<file path="src/rtl/player_bullet.sv">
`default_nettype none
// ============================================================================
// Module   : player_bullet
// Purpose  : Single player bullet. Synchronises the fire button, launches a
//            bullet from the player's column, steps it up one row per
//            STEP_CYCLES, retires it on a hit or on leaving the top row and
//            holds off re-arming for COOLDOWN_CYCLES.
// Revision : 1.0  initial release
// ============================================================================
module player_bullet #(
    parameter int STEP_CYCLES     = 360000,
    parameter int COOLDOWN_CYCLES = 3600000
) (
    input  logic       clk_36MHz,
    input  logic       reset,
    input  logic       fire,
    input  logic [4:0] player_x,
    input  logic       hit,
    output logic [4:0] bullet_x,
    output logic [3:0] bullet_y,
    output logic       bullet_active,
    output logic       fired,
    output logic [7:0] hit_count
);

    // Counter widths hold the largest terminal value; +1 keeps width >= 1.
    localparam int SW = $clog2(STEP_CYCLES + 1);
    localparam int CW = $clog2(COOLDOWN_CYCLES + 1);
    localparam logic [SW-1:0] STEP_LAST = SW'(STEP_CYCLES - 1);
    localparam logic [CW-1:0] COOL_LAST = CW'(COOLDOWN_CYCLES - 1);
    localparam logic [3:0]    LAUNCH_ROW = 4'd14;

    typedef enum logic [1:0] {
        IDLE     = 2'd0,
        FLYING   = 2'd1,
        COOLDOWN = 2'd2
    } state_t;

    // Declaration initialisers give the same power-up values as reset.
    state_t        state_q         = IDLE;
    logic          sync1_q         = 1'b0;
    logic          sync2_q         = 1'b0;
    logic          dly_q           = 1'b0;
    logic [SW-1:0] step_cnt_q      = '0;
    logic [CW-1:0] cool_cnt_q      = '0;
    logic [4:0]    bullet_x_q      = '0;
    logic [3:0]    bullet_y_q      = '0;
    logic          bullet_active_q = 1'b0;
    logic          fired_q         = 1'b0;
    logic [7:0]    hit_count_q     = '0;

    state_t        state_d;
    logic          sync1_d, sync2_d, dly_d;
    logic [SW-1:0] step_cnt_d;
    logic [CW-1:0] cool_cnt_d;
    logic [4:0]    bullet_x_d;
    logic [3:0]    bullet_y_d;
    logic          bullet_active_d;
    logic          fired_d;
    logic [7:0]    hit_count_d;

    logic          launch_req;
    logic          step;

    assign launch_req = sync2_q & ~dly_q;
    assign step       = (step_cnt_q == STEP_LAST);

    // Next-state logic: fire edge detect, flight stepping, hit/miss retire.
    always_comb begin
        state_d         = state_q;
        sync1_d         = fire;
        sync2_d         = sync1_q;
        dly_d           = sync2_q;
        step_cnt_d      = step_cnt_q;
        cool_cnt_d      = cool_cnt_q;
        bullet_x_d      = bullet_x_q;
        bullet_y_d      = bullet_y_q;
        bullet_active_d = bullet_active_q;
        fired_d         = 1'b0;
        hit_count_d     = hit_count_q;

        case (state_q)
            IDLE: begin
                if (launch_req) begin
                    state_d         = FLYING;
                    bullet_x_d      = player_x;
                    bullet_y_d      = LAUNCH_ROW;
                    bullet_active_d = 1'b1;
                    fired_d         = 1'b1;
                    step_cnt_d      = '0;
                end
            end
            FLYING: begin
                if (hit) begin
                    // A hit outranks a coincident step.
                    state_d         = COOLDOWN;
                    bullet_x_d      = '0;
                    bullet_y_d      = '0;
                    bullet_active_d = 1'b0;
                    hit_count_d     = hit_count_q + 8'd1;
                    cool_cnt_d      = '0;
                end else if (step) begin
                    step_cnt_d = '0;
                    if (bullet_y_q > 4'd1) begin
                        bullet_y_d = bullet_y_q - 4'd1;
                    end else begin
                        // Left the top row without hitting anything.
                        state_d         = COOLDOWN;
                        bullet_x_d      = '0;
                        bullet_y_d      = '0;
                        bullet_active_d = 1'b0;
                        cool_cnt_d      = '0;
                    end
                end else begin
                    step_cnt_d = step_cnt_q + SW'(1);
                end
            end
            COOLDOWN: begin
                if (cool_cnt_q == COOL_LAST) begin
                    state_d    = IDLE;
                    cool_cnt_d = '0;
                end else begin
                    cool_cnt_d = cool_cnt_q + CW'(1);
                end
            end
            default: begin
                state_d         = IDLE;
                bullet_x_d      = '0;
                bullet_y_d      = '0;
                bullet_active_d = 1'b0;
            end
        endcase
    end

    // State and output registers; active-low synchronous reset wins.
    always_ff @(posedge clk_36MHz) begin
        if (!reset) begin
            state_q         <= IDLE;
            sync1_q         <= 1'b0;
            sync2_q         <= 1'b0;
            dly_q           <= 1'b0;
            step_cnt_q      <= '0;
            cool_cnt_q      <= '0;
            bullet_x_q      <= '0;
            bullet_y_q      <= '0;
            bullet_active_q <= 1'b0;
            fired_q         <= 1'b0;
            hit_count_q     <= '0;
        end else begin
            state_q         <= state_d;
            sync1_q         <= sync1_d;
            sync2_q         <= sync2_d;
            dly_q           <= dly_d;
            step_cnt_q      <= step_cnt_d;
            cool_cnt_q      <= cool_cnt_d;
            bullet_x_q      <= bullet_x_d;
            bullet_y_q      <= bullet_y_d;
            bullet_active_q <= bullet_active_d;
            fired_q         <= fired_d;
            hit_count_q     <= hit_count_d;
        end
    end

    assign bullet_x      = bullet_x_q;
    assign bullet_y      = bullet_y_q;
    assign bullet_active = bullet_active_q;
    assign fired         = fired_q;
    assign hit_count     = hit_count_q;

endmodule
`default_nettype wire

</file>
<file path="config.mk">
export PLATFORM = sky130hd
export DESIGN_NAME = player_bullet
export DESIGN_NICKNAME = d
export VERILOG_FILES = /design/src/rtl/player_bullet.sv
export SDC_FILE = /design/constraint.sdc
export NUM_CORES = 1
export LEC_CHECK = 0
export CORE_MARGIN = 10
export CORE_UTILIZATION = 30
export DETAILED_ROUTE_END_ITERATION = 12
export PLACE_DENSITY = 0.43
export SYNTH_ARGS = -nofsm -noshare
export SYNTH_HDL_FRONTEND = slang
export SYNTH_SLANG_ARGS = --single-unit
</file>
<file path="constraint.sdc">
create_clock -name clk_36MHz -period 2.73 [get_ports clk_36MHz]
set_input_delay 0.546 -clock clk_36MHz [delete_from_list [all_inputs] [get_ports clk_36MHz]]
set_output_delay 0.546 -clock clk_36MHz [all_outputs]
set_load 0.02 [all_outputs]
</file>
# [Word level (Yosys, flattened, before mapping)]
# Index checks and enable logic that the tools add are counted.
[totals] n_memories=0 latch_bits=0 mem_bits_ro=0 inputBits=9 out_inout_bits=19 wordCells=69 mem_bits_rw=0 ff_bits=65
[op_classes] div=0 shift=0 mux=31 bitwise_logic=3 eq_ne=9 reduce_logical=10 order_cmp=1 multipliers=0 n_addsub=4
[op_table] operator="$mux W22" n=4
[op_table] operator="$mux W19" n=3
[op_table] operator="$pmux W22 S2" n=1
[op_table] operator="$pmux W19 S2" n=1
[op_table] operator="$add A22 B1 Y22 const B" n=1
[op_table] operator="$eq A22 B22 Y1 const B" n=1
[op_table] operator="$mux W5" n=4
[op_table] operator="$add A19 B1 Y19 const B" n=1
[op_table] operator="$eq A19 B19 Y1 const B" n=1
[op_table] operator="$mux W4" n=4
[op_table] operator="$pmux W5 S3" n=1
[op_table] operator="$pmux W4 S3" n=1
[op_table] operator="$mux W2" n=5
[op_table] operator="$reduce_and A3 Y1" n=3
[op_table] operator="$add A8 B1 Y8 const B" n=1
[op_table] operator="$reduce_and A4 Y1" n=2
[op_table] operator="$ne A2 B2 Y1 const B" n=3
[op_table] operator="$ne A3 B3 Y1 const B" n=2
[op_table] operator="$pmux W2 S3" n=1
[op_table] operator="$mux W1" n=5
[op_table] operator="$gt A4 B1 Y1 const B" n=1
[op_table] operator="$reduce_and A2 Y1" n=2
[op_table] operator="$reduce_bool A2 Y1" n=2
[op_table] operator="$sub A4 B1 Y4 const B" n=1
[op_table] operator="6 further kinds" n=7

# [Depth between registers and ports, before layout]
[depth] depth_word=5 mapped_depth=9 depth_no_buf=7

# [Worst setup path before layout]
# Ideal clock, no wire load.
[synth_timing] path_kind="reg-to-reg" startpoint="register step_cnt_q[0]" endpoint="register cool_cnt_q[8]" t_arrival_ps=1873 period_less_slack_ps=1995 path_slack_ps=735 stages_incl_launch_ff=8 path_buffers=2 cell_sequence="dfxtp_1 > ha_1 > and4bb_1 > nand4_2 > o311a_1 > buf_2 > buf_6 > a221o_1"
[synth_via] elab_chain_cells=3
[synth_rtl] element="start, declared" line="44" text="logic [SW-1:0] step_cnt_q = '0;"
[synth_rtl] element="start signal, assigned" line="154" text="step_cnt_q <= step_cnt_d;"
[synth_rtl] element="$eq A19 B19 Y1" line="66" text="assign step = (step_cnt_q == STEP_LAST);"
[synth_rtl] element="$ne A3 B3 Y1 (no line)"
[synth_rtl] element="$reduce_and A3 Y1 (no line)"
[synth_rtl] element="end signal, assigned" line="155" text="cool_cnt_q <= cool_cnt_d;"
[synth_rtl] element="end, declared" line="45" text="logic [CW-1:0] cool_cnt_q = '0;"
# Every way passes these cells.
# A chain may end at the register's enable or synchronous reset.

# [Final worst setup path]
[layout_timing] startpoint="register state_q[1]" endpoint="register cool_cnt_q[8]"
[layout_via] elab_chain_cells=3 word_cells_on_any_way=7
[layout_rtl] element="start, declared" line="40" text="state_t state_q = IDLE;"
[layout_rtl] element="start signal, assigned" line="150" text="state_q <= state_d;"
[layout_rtl] element="$eq A2 B1 Y1 or $eq A2 B2 Y1 (tied branches)" line="82" text="case (state_q)"
[layout_rtl] element="$ne A3 B3 Y1 (no line) or $reduce_bool A2 Y1 (tied branches)"
[layout_rtl] element="$reduce_and A3 Y1 (no line)"
# Parallel ways exist; a longest one is shown, timed or not.

==> results.py <==
metrics = {
    "pwr": {
        "vdd_drop_max_v": 0.000198,
        "power.leakage_uw": 0.00144,
        "power.density_nw_per_um2": 557,
    },
    "timing": {
        "maxSlewHeadroom_pct": 23.9,
        "hold_violations": 0,
        "fin_setup_tns_ps": 0,
        "drv_slew": 0,
        "rsz0062_at_grt": "no",
        "fmax_mhz": 427,
        "fin_worst_skew_ps": 6.47,
        "min_period_over_period_pct": 85.7,
        "setup_viol": 0,
        "worst_pin_slew_ps": 1140,
        "fin_crit_ps": 2340,
    },
    "floorplan": {
        "start_util_pct": 31.1,
        "pin_count": 28,
        "die_h_um": 124,
        "dieArea_um2": 15300,
        "die_x_um": 124,
        "num_rows": 37,
        "core_um2": 10400,
    },
    "global_routing": {
        "grt_first_pass_wirelength_mm": 13.2,
        "overflow": 0,
        "antenna_found_initial": 0,
        "grt_max_degree": 30,
        "grt_pass1_vias": 2595,
        "grt_usage_pct": 10.6,
    },
    "routing": {
        "dr_total_vias": 2680,
        "first_iter_violations": 122,
        "finalWirelength_mm": 7.85,
        "ant_nets": 0,
        "drc": 0,
        "viasPerCell": 4.95,
        "dr.pass1.iters": 4,
        "wire_per_inst_um": 14.5,
    },
    "worst_setup_path": {
        "arrival_ps": 2620,
        "slowest_delay_ps": 850,
        "rrSetupSlack_ps": 390,
        "critPathTopFamily": "compound AO/OA/AOI/OAI gates",
        "crit_type": "flop to flop",
        "r2r_cells": 5,
        "r2r_end": "cool_cnt_q[8]",
        "slowest_stage": "a21oi_2",
        "worstPathMaxFanout": 29,
        "critical_path_buf_inv_count": 0,
        "path_cells": "nor2b_1, nand2_1, a21oi_2, and3_1, a221o_1",
        "start_kind": "flop",
        "cp.depth": 5,
        "cp.required_ps": 3000,
        "endpoint_kind": "flop",
        "r2r_start": "state_q[1]",
    },
    "cts": {
        "cts.sinks": 65,
        "clock_latency_ps": 340,
        "post_cts_buffers": 0,
        "root_buffer": "clkbuf_8",
        "cts.clk_slew.worst_paths_ps": 70,
        "cts_max_level": 3,
        "cts_hold_buf": 0,
        "tritoncts": "yes",
        "cts_max_path_buffers": 2,
        "numCtsBuffers": 9,
        "post_cts_resized": 0,
    },
    "placed_design": {
        "hpwl_mm": 5.53,
        "place_area_um2": 3650,
        "io_buffers": 27,
        "routabilityCongestion": 0.779,
    },
    "layout": {
        "fillCellCount": 1061,
        "layout-drive-gt1-share_pct": 9.63,
        "register_area_um2": 1300,
        "syn2layout_area_growth_pct": 21.6,
        "diodes": 0,
        "multi_input_area_um2": 1790,
        "final_area_um2": 3920,
        "fin_nets": 414,
    },
    "job": {
        "max-cap-violations": 0,
    },
    "synthesis": {
        "synth_common_cells": "dfxtp_1 (65), nor2_1 (52), nand2_1 (36), and3_1 (15), nand3_1 (15)",
        "synth_top_area_share_pct": 40.4,
        "synth_top_area_cell": "dfxtp_1",
        "ys_seq_elements": 65,
        "yosysUniqueCellTypes": 61,
        "synth_warnings": 0,
        "synth_flop_cell": "dfxtp_1",
        "mappedNetlistArea_um2": 3220,
        "synthesis.nets": 379,
        "yosysMostFrequentCell": "dfxtp_1",
        "synthCells": 365,
        "synthArstFlopShare_pct": 0,
        "ys_seq_area_share_pct": 40.4,
        "synth_edf_count": 0,
        "avgSynthCellArea_um2": 8.82,
        "synth_area_leaders": "dfxtp_1 (40%), nor2_1 (6.1%), nand2_1 (4.2%)",
    },
    "worst_hold_path": {
        "hold_class": "flop to flop",
        "min_to": "dly_d",
        "hold_depth": 1,
        "min-delay-start": "sync1_q",
    },
    "status": {
        "status": "finished clean",
    },
}
layout make-up:
type,instances,share of cell area (%)
repair buffers,39,9.20
inverters,9,0.862
multi-input cells,276,45.7
flip-flops and latches,65,33.2
well taps,136,4.34
clock inverters,4,2.49
clock buffers,12,4.22
metal layers:
| layer | vias up | track usage, % | wire, um |
|---|---|---|---|
| li1 | 1409 | - | - |
| met1 | 1235 | 13.9 | 3900 |
| met2 | 31 | 16.4 | 3580 |
| met3 | 5 | 2.90 | 285 |
| met4 | 0 | 4.00 | 75 |
| met5 | - | 0 | 0 |
kinds of logic (layout without fill, tap and decap cells):
group           count (synthesis)  in the layout  share of synthesized area [%]
compound gates                 66             66                           16.2
xor+xnor                       24             24                           6.53
mux                             1              1                          0.311
flops                          65             65                           40.4
buf+inv                        24             64                           4.04
simple gates                  180            180                           30.6
fa+ha+maj                       5              5                           1.94
worst max path at each step:
stage / start / to / slack [ps]
2_1_floorplan: step_cnt_q[0] / cool_cnt_q[8] / 740
3_3_place_gp: hit / step_cnt_q[13] / 330
4_1_cts: state_q[1] / cool_cnt_q[17] / 390
5_1_grt: state_q[1] / cool_cnt_q[17] / 170
3_5_place_dp: reset / cool_cnt_q[17] / 290
6_report: state_q[1] / cool_cnt_q[8] / 390
through the flow:
stage                     std cells  setup slack, ps  utilization, %  power (uW)  hold WS (ps)
final                           541              390            37.8        2180           441
after global placement          525              325            35.2        1140           417
after CTS                       541              385            37.8        2220           447
after floorplan                 365              735               -        1090           412
after global routing            541              169            37.8        2270           454
after detailed placement        525              292            35.2        1140           428
flip-flops by register name (all words and copies together) (netlist names):
name and cells:
bullet_active 1, bullet_x 5, bullet_y 4, cool_cnt_q 22, dly_d 1, dly_q 1
fired 1, hit_count 8, state_q 2, step_cnt_q 19, sync1_q 1
cells in the final DEF (no fill, tap or decap), drive strengths merged, types with 4 or more instances in the layout:
master,instances
a21oi,9
a221o,11
a31oi,5
a32o,5
and2,4
and3,15
and4,5
buf,12
clkbuf,12
clkdlybuf4s50,27
dfxtp,65
ha,5
inv,9
nand2,37
nand2b,5
nand3,16
nand4,12
nor2,52
nor2b,4
nor3,11
nor4,6
o211ai,4
o21ai,7
o31ai,4
xnor2,12
xor2,12
power by group:
| part | total [uW] | leakage, uW | switching (uW) | internal [uW] |
|---|---|---|---|---|
| sequential | 975 | 0.000525 | 14.2 | 961 |
| combinational | 144 | 0.000788 | 83.5 | 60.8 |
| clock | 1060 | 0.000129 | 379 | 682 |
| total | 2180 | 0.00144 | 476 | 1700 |
No activity file was read; power rests on OpenSTA's default activity.
